==> config.mk <==
export PLATFORM = sky130hd
export DESIGN_NAME = hamming_slicer
export DESIGN_NICKNAME = d
export VERILOG_FILES = /design/src/rtl/hamming_slicer.sv
export SDC_FILE = /design/constraint.sdc
export NUM_CORES = 1
export LEC_CHECK = 0
export CORE_UTILIZATION = 37
export CTS_CLUSTER_DIAMETER = 30
export DETAILED_ROUTE_END_ITERATION = 7
export PLACE_DENSITY = 0.85
export SETUP_SLACK_MARGIN = 0.1
export SYNTH_ARGS = -nofsm -noshare
export SYNTH_HDL_FRONTEND = slang
export SYNTH_SLANG_ARGS = --single-unit
==> constraint.sdc <==
create_clock -name clk -period 1.4 [get_ports clk]
set_input_delay 0.28 -clock clk [delete_from_list [all_inputs] [get_ports clk]]
set_output_delay 0.28 -clock clk [all_outputs]
set_load 0.01 [all_outputs]
==> src/rtl/hamming_slicer.sv <==
// hamming_slicer: feeds N-bit operand pairs to the multi-cycle hamming unit as CC slices of M bits
// and returns the captured distance.
//   clk, rst        : clock, asynchronous active-high reset
//   in_valid/ready  : operand pair handshake carrying x_in, y_in
//   x/y_slice       : LSB-first slices toward hamming.x / hamming.y, zero outside SHIFT
//   slice_valid/last: slice qualifiers; slice_last marks the final slice of a pair
//   acc_clr         : one-cycle clear for the unit accumulator, ORed with rst by the integrator
//   dist_in         : running distance from hamming.o
//   dist_out/valid/ready: result handshake
module hamming_slicer #(
    parameter int N = 8,
    parameter int CC = 1,
    localparam int M = N / CC,
    localparam int W = $clog2(N + 1)
) (
    input  logic         clk,
    input  logic         rst,
    input  logic         in_valid,
    output logic         in_ready,
    input  logic [N-1:0] x_in,
    input  logic [N-1:0] y_in,
    output logic [M-1:0] x_slice,
    output logic [M-1:0] y_slice,
    output logic         slice_valid,
    output logic         slice_last,
    output logic         acc_clr,
    input  logic [W-1:0] dist_in,
    output logic [W-1:0] dist_out,
    output logic         dist_valid,
    input  logic         dist_ready
);
    localparam int CW = CC > 1 ? $clog2(CC) : 1;
    localparam logic [1:0] IDLE = 2'd0;
    localparam logic [1:0] CLEAR = 2'd1;
    localparam logic [1:0] SHIFT = 2'd2;
    localparam logic [1:0] DONE = 2'd3;

    if (CC < 1 || N % CC != 0) begin : g_param_check
        $error("hamming_slicer: CC must be >= 1 and divide N");
    end

    logic [1:0]    state_q, state_d;
    logic [CW-1:0] cnt_q, cnt_d;
    logic [N-1:0]  sx_q, sx_d, sy_q, sy_d;
    logic [W-1:0]  dist_q, dist_d;

    assign in_ready    = state_q == IDLE;
    assign acc_clr     = state_q == CLEAR;
    assign slice_valid = state_q == SHIFT;
    assign dist_valid  = state_q == DONE;
    assign slice_last  = slice_valid && cnt_q == CW'(CC - 1);
    assign x_slice     = slice_valid ? sx_q[M-1:0] : '0;
    assign y_slice     = slice_valid ? sy_q[M-1:0] : '0;
    assign dist_out    = dist_q;

    always_comb begin
        state_d = state_q;
        cnt_d   = cnt_q;
        sx_d    = sx_q;
        sy_d    = sy_q;
        dist_d  = dist_q;
        case (state_q)
            IDLE: if (in_valid) begin
                sx_d    = x_in;
                sy_d    = y_in;
                state_d = CLEAR;
            end
            CLEAR: begin
                cnt_d   = '0;
                state_d = SHIFT;
            end
            SHIFT: begin
                sx_d  = sx_q >> M;
                sy_d  = sy_q >> M;
                // wrap to 0 on the last slice so cnt never passes CC-1
                cnt_d = slice_last ? '0 : cnt_q + 1'b1;
                if (slice_last) begin
                    dist_d  = dist_in;
                    state_d = DONE;
                end
            end
            default: if (dist_ready) state_d = IDLE;
        endcase
    end

    always_ff @(posedge clk or posedge rst) begin
        if (rst) begin
            state_q <= IDLE;
            cnt_q   <= '0;
            sx_q    <= '0;
            sy_q    <= '0;
            dist_q  <= '0;
        end else begin
            state_q <= state_d;
            cnt_q   <= cnt_d;
            sx_q    <= sx_d;
            sy_q    <= sy_d;
            dist_q  <= dist_d;
        end
    end
endmodule

# Word-level counts from Yosys, hierarchy flattened
# Cells that the tools add are included.
[classes] add_sub_neg=1 n_eq_ne=5 n_mux=12 n_bitwise=1 reduce_logical=8
[op_table] operator="2-to-1 mux 8 bit" count=4
[op_table] operator="case mux 8 bit (2 select lines)" count=2
[op_table] operator="2-to-1 mux 2 bit" count=3
[op_table] operator="case mux 2 bit (3 select lines)" count=1
[op_table] operator="== test 2 bit, second input constant" count=2
[op_table] operator="AND reduction 2 bit" count=2
[op_table] operator="nonzero test 2 bit" count=2
[op_table] operator="nonzero test 4 bit" count=1
[op_table] operator="AND reduction 3 bit" count=1
[op_table] operator="== test 2 x 1 -> 1 bit, second input constant" count=1
[op_table] operator="logical NOT 2 bit" count=1
[op_table] operator="!= test 2 x 1 -> 1 bit, second input constant" count=1
[op_table] operator="!= test 2 bit, second input constant" count=1
[op_table] operator="case mux 1 bit (2 select lines)" count=1
[op_table] operator="adder 1 bit, second input constant" count=1
[op_table] operator="logical AND 1 bit" count=1
[op_table] operator="2-to-1 mux 1 bit" count=1
[op_table] operator="inverter 1 bit" count=1
[word_totals] ff_bits=23 out_inout_bits=25

# Logic depth before layout (Yosys ltp)
# Gate-level depths: netlist of run 1.
[logic_depth] word_depth=4 depth_mapped=7 ltp_nobuf=5

# Worst setup path after synthesis of run 1
# Ideal clock, no wire load.
[synth_path] kind="register -> register" from="register state_q[0]" to="register state_q[1]" t_arrival_ns=1.479 required_time_ns=1.275 path_slack_ns=-0.204 stages_incl_launch_ff=7 n_path_buf=1 cell_sequence="dfrtp_1 inv_1 ha_1 buf_4 nor4_1 a221o_1 mux2_4"
[synth_via] elab_chain_cells=4
[synth_lines] item="start: declaration" line_no="42" rtl="logic [1:0] state_q, state_d;"
[synth_lines] item="start signal: assignment" line_no="94" rtl="state_q <= state_d;"
[synth_lines] item="== test 2 bit (*)" line_no="49" rtl="assign slice_valid = state_q == SHIFT;"
[synth_lines] item="named net slice_valid" line_no="24" rtl="output logic slice_valid,"
[synth_lines] item="logical AND 1 bit" line_no="51" rtl="assign slice_last = slice_valid && cnt_q == CW'(CC - 1);"
[synth_lines] item="!= test 2 x 1 -> 1 bit (no source line)"
[synth_lines] item="AND reduction 3 bit (no source line)"
# Mark *: on every way through the listed nets, which the timed path passes. The rest lies on a longest branch.
# A chain may end at the register's enable or synchronous reset.

# Worst setup path after layout of run 1
[layout_path] from="register state_q[0]" to="output x_slice[2]"
[layout_via] elab_chain_cells=2
[layout_lines] item="== test 2 bit" line_no="49"
[layout_lines] item="2-to-1 mux 8 bit" line_no="52" rtl="assign x_slice = slice_valid ? sx_q[M-1:0] : '0;"
[layout_lines] item="end: declaration" line_no="22" rtl="output logic [M-1:0] x_slice,"
# No other way between the ends.

==> metrics.txt, run 1 <==
mux cell area share after synthesis 6.455%; complex-gate fraction of the synthesized area 9.300%; critical path type register to output port; post-synthesis adder-cell area fraction 4.376%; r2r setup slk -0.25 ns; count of mapped cells out of synthesis 116; worst hold path class primary input to async pin; Yosys cell types 19; CTS buffer count 3; fillers 195; Cell Rows 19; Diodes inserted 0; Clock Tree Buf Depth 2; sw frac 36.15%; simple-gate portion of the synthesized area 24.95%; worst-skew pair later-pin latency 0.31 ns; dpl hpwl 1972 µm; post-route cell area 2023 µm²; commonest cells after routing, fill and taps aside buf_6 (29), dfrtp_1 (23), clkdlybuf4s50_1 (23); DRC viols 4; top post-synthesis cells by area dfrtp_1 (50%), and2_1 (8.8%), nand2b_1 (8.8%); period utilisation layout 118.0%; worst path required time 1.12 ns; Power Total 4.477 mW; worst-margin pin slew 0.2944 ns; placed inst area 1810 µm²; Total Wirelength 3150 µm; RR Startpoint state_q[1]; Synth Register Bits 23; Worst Setup Slack, final -0.2517 ns; clk_skew 0.007083 ns; Int Power 2.859 mW; crit-path max FO 8; ratio of cells with drive above 1 in the final layout 41.76%; first drt pass iteration count 6; starting density of the core 40.09%; first-pass GRT wire length 4892 µm; status complete, but fails checks; Synth Flop Type dfrtp_1; CTS clk-pin slew, worst paths 0.13 ns; Reg power frac 25.3%; RSZ-0062 raised after global routing true; io pins 49; Iter 0 DRT Violations 27; Avg WL per Cell 14.79 µm; Post-CTS Hold Buffers 0; DP Worst Slack -0.4485 ns; Syn Area/Cell 9.859 µm²; PortBufs 48; NetSw 1.619 mW; GR Overflow Total 0; All-Layer GR Usage 20.05%; CTS Root Cell clkbuf_4; # nets final 211; combinational family with the most area after synthesis simple AND/OR/NAND/NOR gates; asr flop ratio synth 100.0%; Comb power frac 67.8%; antenna violations before repair 0; Post-synth EDFFs 0; Mapped Nets 144; Synth Area in XOR/XNOR 0%; Critical Path End Type output port; post-synthesis sequential area ratio 50.33%; Worst VDD drop 0.001202 V; Die X 57.60 µm; die height 57.60 µm; Pins Over Slew Limit 0; R2R cell count 8; Leak Pwr 0.9467 nW; area of the multi-input gates 643.1 µm²; commonest non-fill, non-tap cell in the layout buf_6; P&R area growth vs syn 76.91%; PwrDens 2213 nW/µm²; Post-Synthesis Cell Area 1144 µm²; Clock Power Share 6.8%; Setup crit start kind register; Crit Reg-Reg Endpoint sy_q[2]; RD Place Congestion 0.8573; number of global-route vias before repair 1074; largest net degree at the start of global routing 33; count of final setup violators 43; Die Area 3317 µm²; clk sinks 23; post-route ant nets 0; Data arrival, critical path 1.37 ns; H-tree depth 1; via count 1049; CORE AREA 2853 µm²; Final Hold Viols 0; min Tclk post-route 1.652 ns; register area 575.6 µm²; YS warnings 0; max frequency 0.6054 GHz; post-synth top area share 50.33%; TritonCTS clock tree done; Max Cap Violations 0; failing checks design-rule violations, negative setup slack; leading area contributor after synthesis dfrtp_1; vias per inst 4.925; Slew headroom 80.37%; Hold Slack 0.3055 ns; setup TNS -7.933 ns
[per-layer routing]
metal	global-route usage (%)	wire, µm
met3	2.721	162
met2	34.55	1652
met1	23.14	1237
met5	0	0
met4	13.24	97
[kinds of logic after synthesis]
group	Yosys count
adders and majority gates	4
and+or+nand+nor	52
DFF	23
muxes	6
AOI/OAI and AO/OA	19
buffers and inverters	12
[critical path, stage by stage (launching register included)]
cell and delay [ns]:
dfrtp_1 0.41, inv_2 0.08, ha_4 0.17, buf_6 0.14, and2_4 0.16, buf_6 0.10
[how the worst max path moves through the flow]
stage | startpoint | end | cells past startpoint
after detailed placement | state_q[0] | slice_last | 4
after CTS | state_q[0] | x_slice[2] | 5
after floorplan | state_q[0] | state_q[1] | 6
final | state_q[0] | x_slice[2] | 5
after global routing | state_q[1] | sy_q[2] | 8
after global placement | state_q[0] | slice_last | 4
[power by group through the flow]
stage                     Clock (mW)  Sequential [mW]  Combinational, mW
after floorplan                    0             1.16               1.64
after global placement             0             1.12               2.39
after detailed placement           0             1.15               2.47
after CTS                      0.313             1.13               2.76
after global routing           0.349             1.17               3.24
final                          0.306             1.13               3.04
[area by class of cell]
type / instances / area share [%]
clock buffer: 4 / 1.299
inverter: 4 / 0.8658
multi-input combinational: 81 / 31.79
sequential: 23 / 28.45
tap: 31 / 1.917
timing repair buffer: 70 / 35.68
[registers in the layout, indices dropped and copies added, names as in the netlist]
signal / count
state_q: 2
dist_out: 4
cnt_q: 1
sy_q: 8
sx_q: 8
[metrics by stage]
stage / cells / utilization, %
final: 213 / 70.92
after global routing: 213 / 70.92
after CTS: 209 / 68.38
after detailed placement: 197 / 63.46
after global placement: 197 / 63.46
after floorplan: 116 / -
[cell usage after synthesis, types with 2 or more instances]
| cell type | instances |
|---|---|
| mux2_1 | 4 |
| nand2_1 | 16 |
| dfrtp_1 | 23 |
| ha_1 | 4 |
| inv_1 | 4 |
| clkbuf_1 | 4 |
| o21ai_1 | 16 |
| nor2b_1 | 2 |
| nand2b_1 | 16 |
| and2_1 | 16 |
| buf_2 | 3 |
[timing repair]
| item | in CTS | in global routing |
|---|---|---|
| resized for setup | 115 | 14 |
| pin swaps | 13 | 0 |
| setup endpoints to repair | 47 | 47 |
| buffers inserted | 9 | 5 |
(Power assumes the default switching activity.)
==> run 2, diff against run 1 <==
--- a/config.mk
+++ b/config.mk
@@ -11,3 +11,3 @@
 export PLACE_DENSITY = 0.85
-export SETUP_SLACK_MARGIN = 0.1
+export SETUP_SLACK_MARGIN = 0.2
 export SYNTH_ARGS = -nofsm -noshare
@@ -15 +15,2 @@
 export SYNTH_SLANG_ARGS = --single-unit
+export TNS_END_PERCENT = 30
==> constraint.sdc (replaced) <==
create_clock -name clk -period 1.4 [get_ports clk]
set_input_delay 0.14 -clock clk [delete_from_list [all_inputs] [get_ports clk]]
set_output_delay 0.14 -clock clk [all_outputs]
set_load 0.01 [all_outputs]
==> run 2 against run 1 <==
Against the previous run:
- the run still ends with design-rule violations, negative setup slack left
- fmax fell by 5.3%
- highest routed layer unchanged
- core utilization is 3.9 points lower
- global-route usage is 0.78 points higher
- largest power group unchanged
- combinational power decreased by 6%
- sequential power is essentially flat
- die area unchanged
- wire length increased by 2.3%
==> metrics.txt, run 2 (synthesis gave the netlist of run 1 again) <==
Final Hold Viols 0 (unchanged); Slowest-stage cell, CP dfrtp_1 (unchanged); max frequency 0.5732 GHz (was 0.6054 GHz); Max Cap Violations 0 (unchanged); dpl hpwl 2031 µm (was 1972 µm); RSZ-0062 raised after global routing true (unchanged); status complete, but fails checks (unchanged); fillers 215 (was 195); commonest cells after routing, fill and taps aside dfrtp_1 (23), clkdlybuf4s50_1 (23), buf_4 (17) (was buf_6 (29), dfrtp_1 (23), clkdlybuf4s50_1 (23)); TritonCTS clock tree done (unchanged); number of global-route vias before repair 1096 (was 1074); ratio of cells with drive above 1 in the final layout 35.14% (was 41.76%); Hold Slack 0.1672 ns (was 0.3055 ns); largest net degree at the start of global routing 33 (unchanged); WP buf/inv 4 (was 3); Total Wirelength 3221 µm (was 3150 µm); R2R cell count 7 (was 8); critical path type register to register (was register to output port); crit path cell chain inv_2 > ha_4 > buf_8 > buf_8 > buf_6 > a221o_1 > mux2_4 (was inv_2 > ha_4 > buf_6 > and2_4 > buf_6); CTS clk-pin slew, worst paths 0.13 ns (about the same); P&R area growth vs syn 67.29% (was 76.91%); area of the multi-input gates 598.1 µm² (was 643.1 µm²); Critical Path End Type register (was output port); r2r setup slk -0.34 ns (was -0.25 ns); antenna violations before repair 0 (unchanged); DRC viols 5 (was 4); CTS Root Cell clkbuf_4 (unchanged); failing checks design-rule violations, negative setup slack (unchanged); RR Startpoint state_q[0] (was state_q[1]); crit-path max cell delay 0.40 ns (was 0.41 ns); Data arrival, critical path 1.95 ns (was 1.37 ns); clk sinks 23 (unchanged); Setup crit start kind register (unchanged); first drt pass iteration count 6 (unchanged); Slew headroom 79.58% (was 80.37%); post-route cell area 1913 µm² (was 2023 µm²); starting density of the core 40.09% (unchanged); worst hold path class primary input to async pin (unchanged); # nets final 214 (was 211); All-Layer GR Usage 20.83% (was 20.05%); worst path required time 1.60 ns (was 1.12 ns); Diodes inserted 0 (unchanged); via count 1052 (was 1049); min Tclk post-route 1.745 ns (was 1.652 ns); Worst Setup Slack, final -0.3446 ns (was -0.2517 ns); die height 57.60 µm (unchanged); CP most frequent cell buf_8 (was buf_6); CTS buffer count 3 (unchanged); register area 575.6 µm² (unchanged); Iter 0 DRT Violations 37 (was 27); crit-path max FO 4 (was 8); placed inst area 1775 µm² (was 1810 µm²); Worst VDD drop 0.001253 V (was 0.001202 V); Avg WL per Cell 14.91 µm (was 14.79 µm); Cell Rows 19 (unchanged); Die X 57.60 µm (unchanged); Leak Pwr 0.9345 nW (was 0.9467 nW); Pins Over Slew Limit 0 (unchanged); delay-heaviest family, CP buffers and inverters (was flip-flops); worst-skew pair later-pin latency 0.30 ns (was 0.31 ns); post-route ant nets 0 (unchanged); PortBufs 48 (unchanged); count of final setup violators 41 (was 43); io pins 49 (unchanged); CORE AREA 2853 µm² (unchanged); clk_skew 0.001203 ns (was 0.007083 ns); Post-CTS Hold Buffers 0 (unchanged); PwrDens 2246 nW/µm² (was 2213 nW/µm²); GR Overflow Total 0 (unchanged); period utilisation layout 124.6% (was 118.0%); crit path from state_q[0] (unchanged); worst-margin pin slew 0.3062 ns (was 0.2944 ns); Clock Tree Buf Depth 2 (unchanged); Die Area 3317 µm² (unchanged); first-pass GRT wire length 5106 µm (was 4892 µm); Crit Reg-Reg Endpoint state_q[1] (was sy_q[2]); vias per inst 4.870 (was 4.925); RD Place Congestion 0.7249 (was 0.8573); H-tree depth 1 (unchanged)
==> run 2: cell types whose count changed in the layout (fill, tap and decap cells not counted), sizes merged <==
cell / before / now
clkdlybuf4s15: 4 / 1
buf: 43 / 45
dlygate4sd2: 0 / 4
==> run 2: where the power goes <==
| group | internal, mW | total, mW | switching [mW] |
|---|---|---|---|
| sequential | 0.967 | 1.13 | 0.158 |
| combinational | 1.63 | 2.86 | 1.23 |
| clock | 0.111 | 0.309 | 0.198 |
==> run 2: layout make-up <==
cell class                      instances  share of cell area (%)
Timing Repair Buffer                   73                   34.34
Multi-Input combinational cell         81                   31.26
Sequential cell                        23                   30.09
Tap cell                               31                   2.027
Clock buffer                            4                   1.373
Inverter                                4                  0.9156
==> run 2: worst min-delay path, stage by stage <==
cell and delay [ns]:
clkdlybuf4s50_1 0.39, inv_1 0.05, buf_4 0.30
==> run 2: per-stage QoR <==
step	total power, mW	setup slack, ns	util, %	cells	TNS [ns]
floorplan	2.623	-0.1064	-	116	-0.1093
global placement	3.416	-0.2189	62.24	196	-5.480
detailed placement	3.567	-0.2663	62.24	196	-7.506
CTS	4.210	-0.3334	66.45	216	-8.311
global route	4.570	-0.3950	67.06	216	-12.32
finish	4.297	-0.3446	67.06	216	-9.444
==> run 2: metal layers <==
layer	global-route usage (%)	wire length [µm]	up-vias
met5	0	0	-
met4	8.014	52	0
met3	2.268	141	4
met2	38.37	1648	34
met1	24.64	1379	502
li1	-	-	512
==> run 2: timing repair <==
item,4_1_cts,5_1_grt
buffers inserted,16,0
resized for setup,99,10
pin swaps,5,2
endpoints found under the setup margin,47,43
==> run 2: how the worst max path moves through the flow <==
stage / end / cells past startpoint
floorplan: state_q[1] / 6
global placement: slice_last / 4
detailed placement: slice_last / 4
CTS: state_q[1] / 6
global route: state_q[1] / 7
finish: state_q[1] / 7
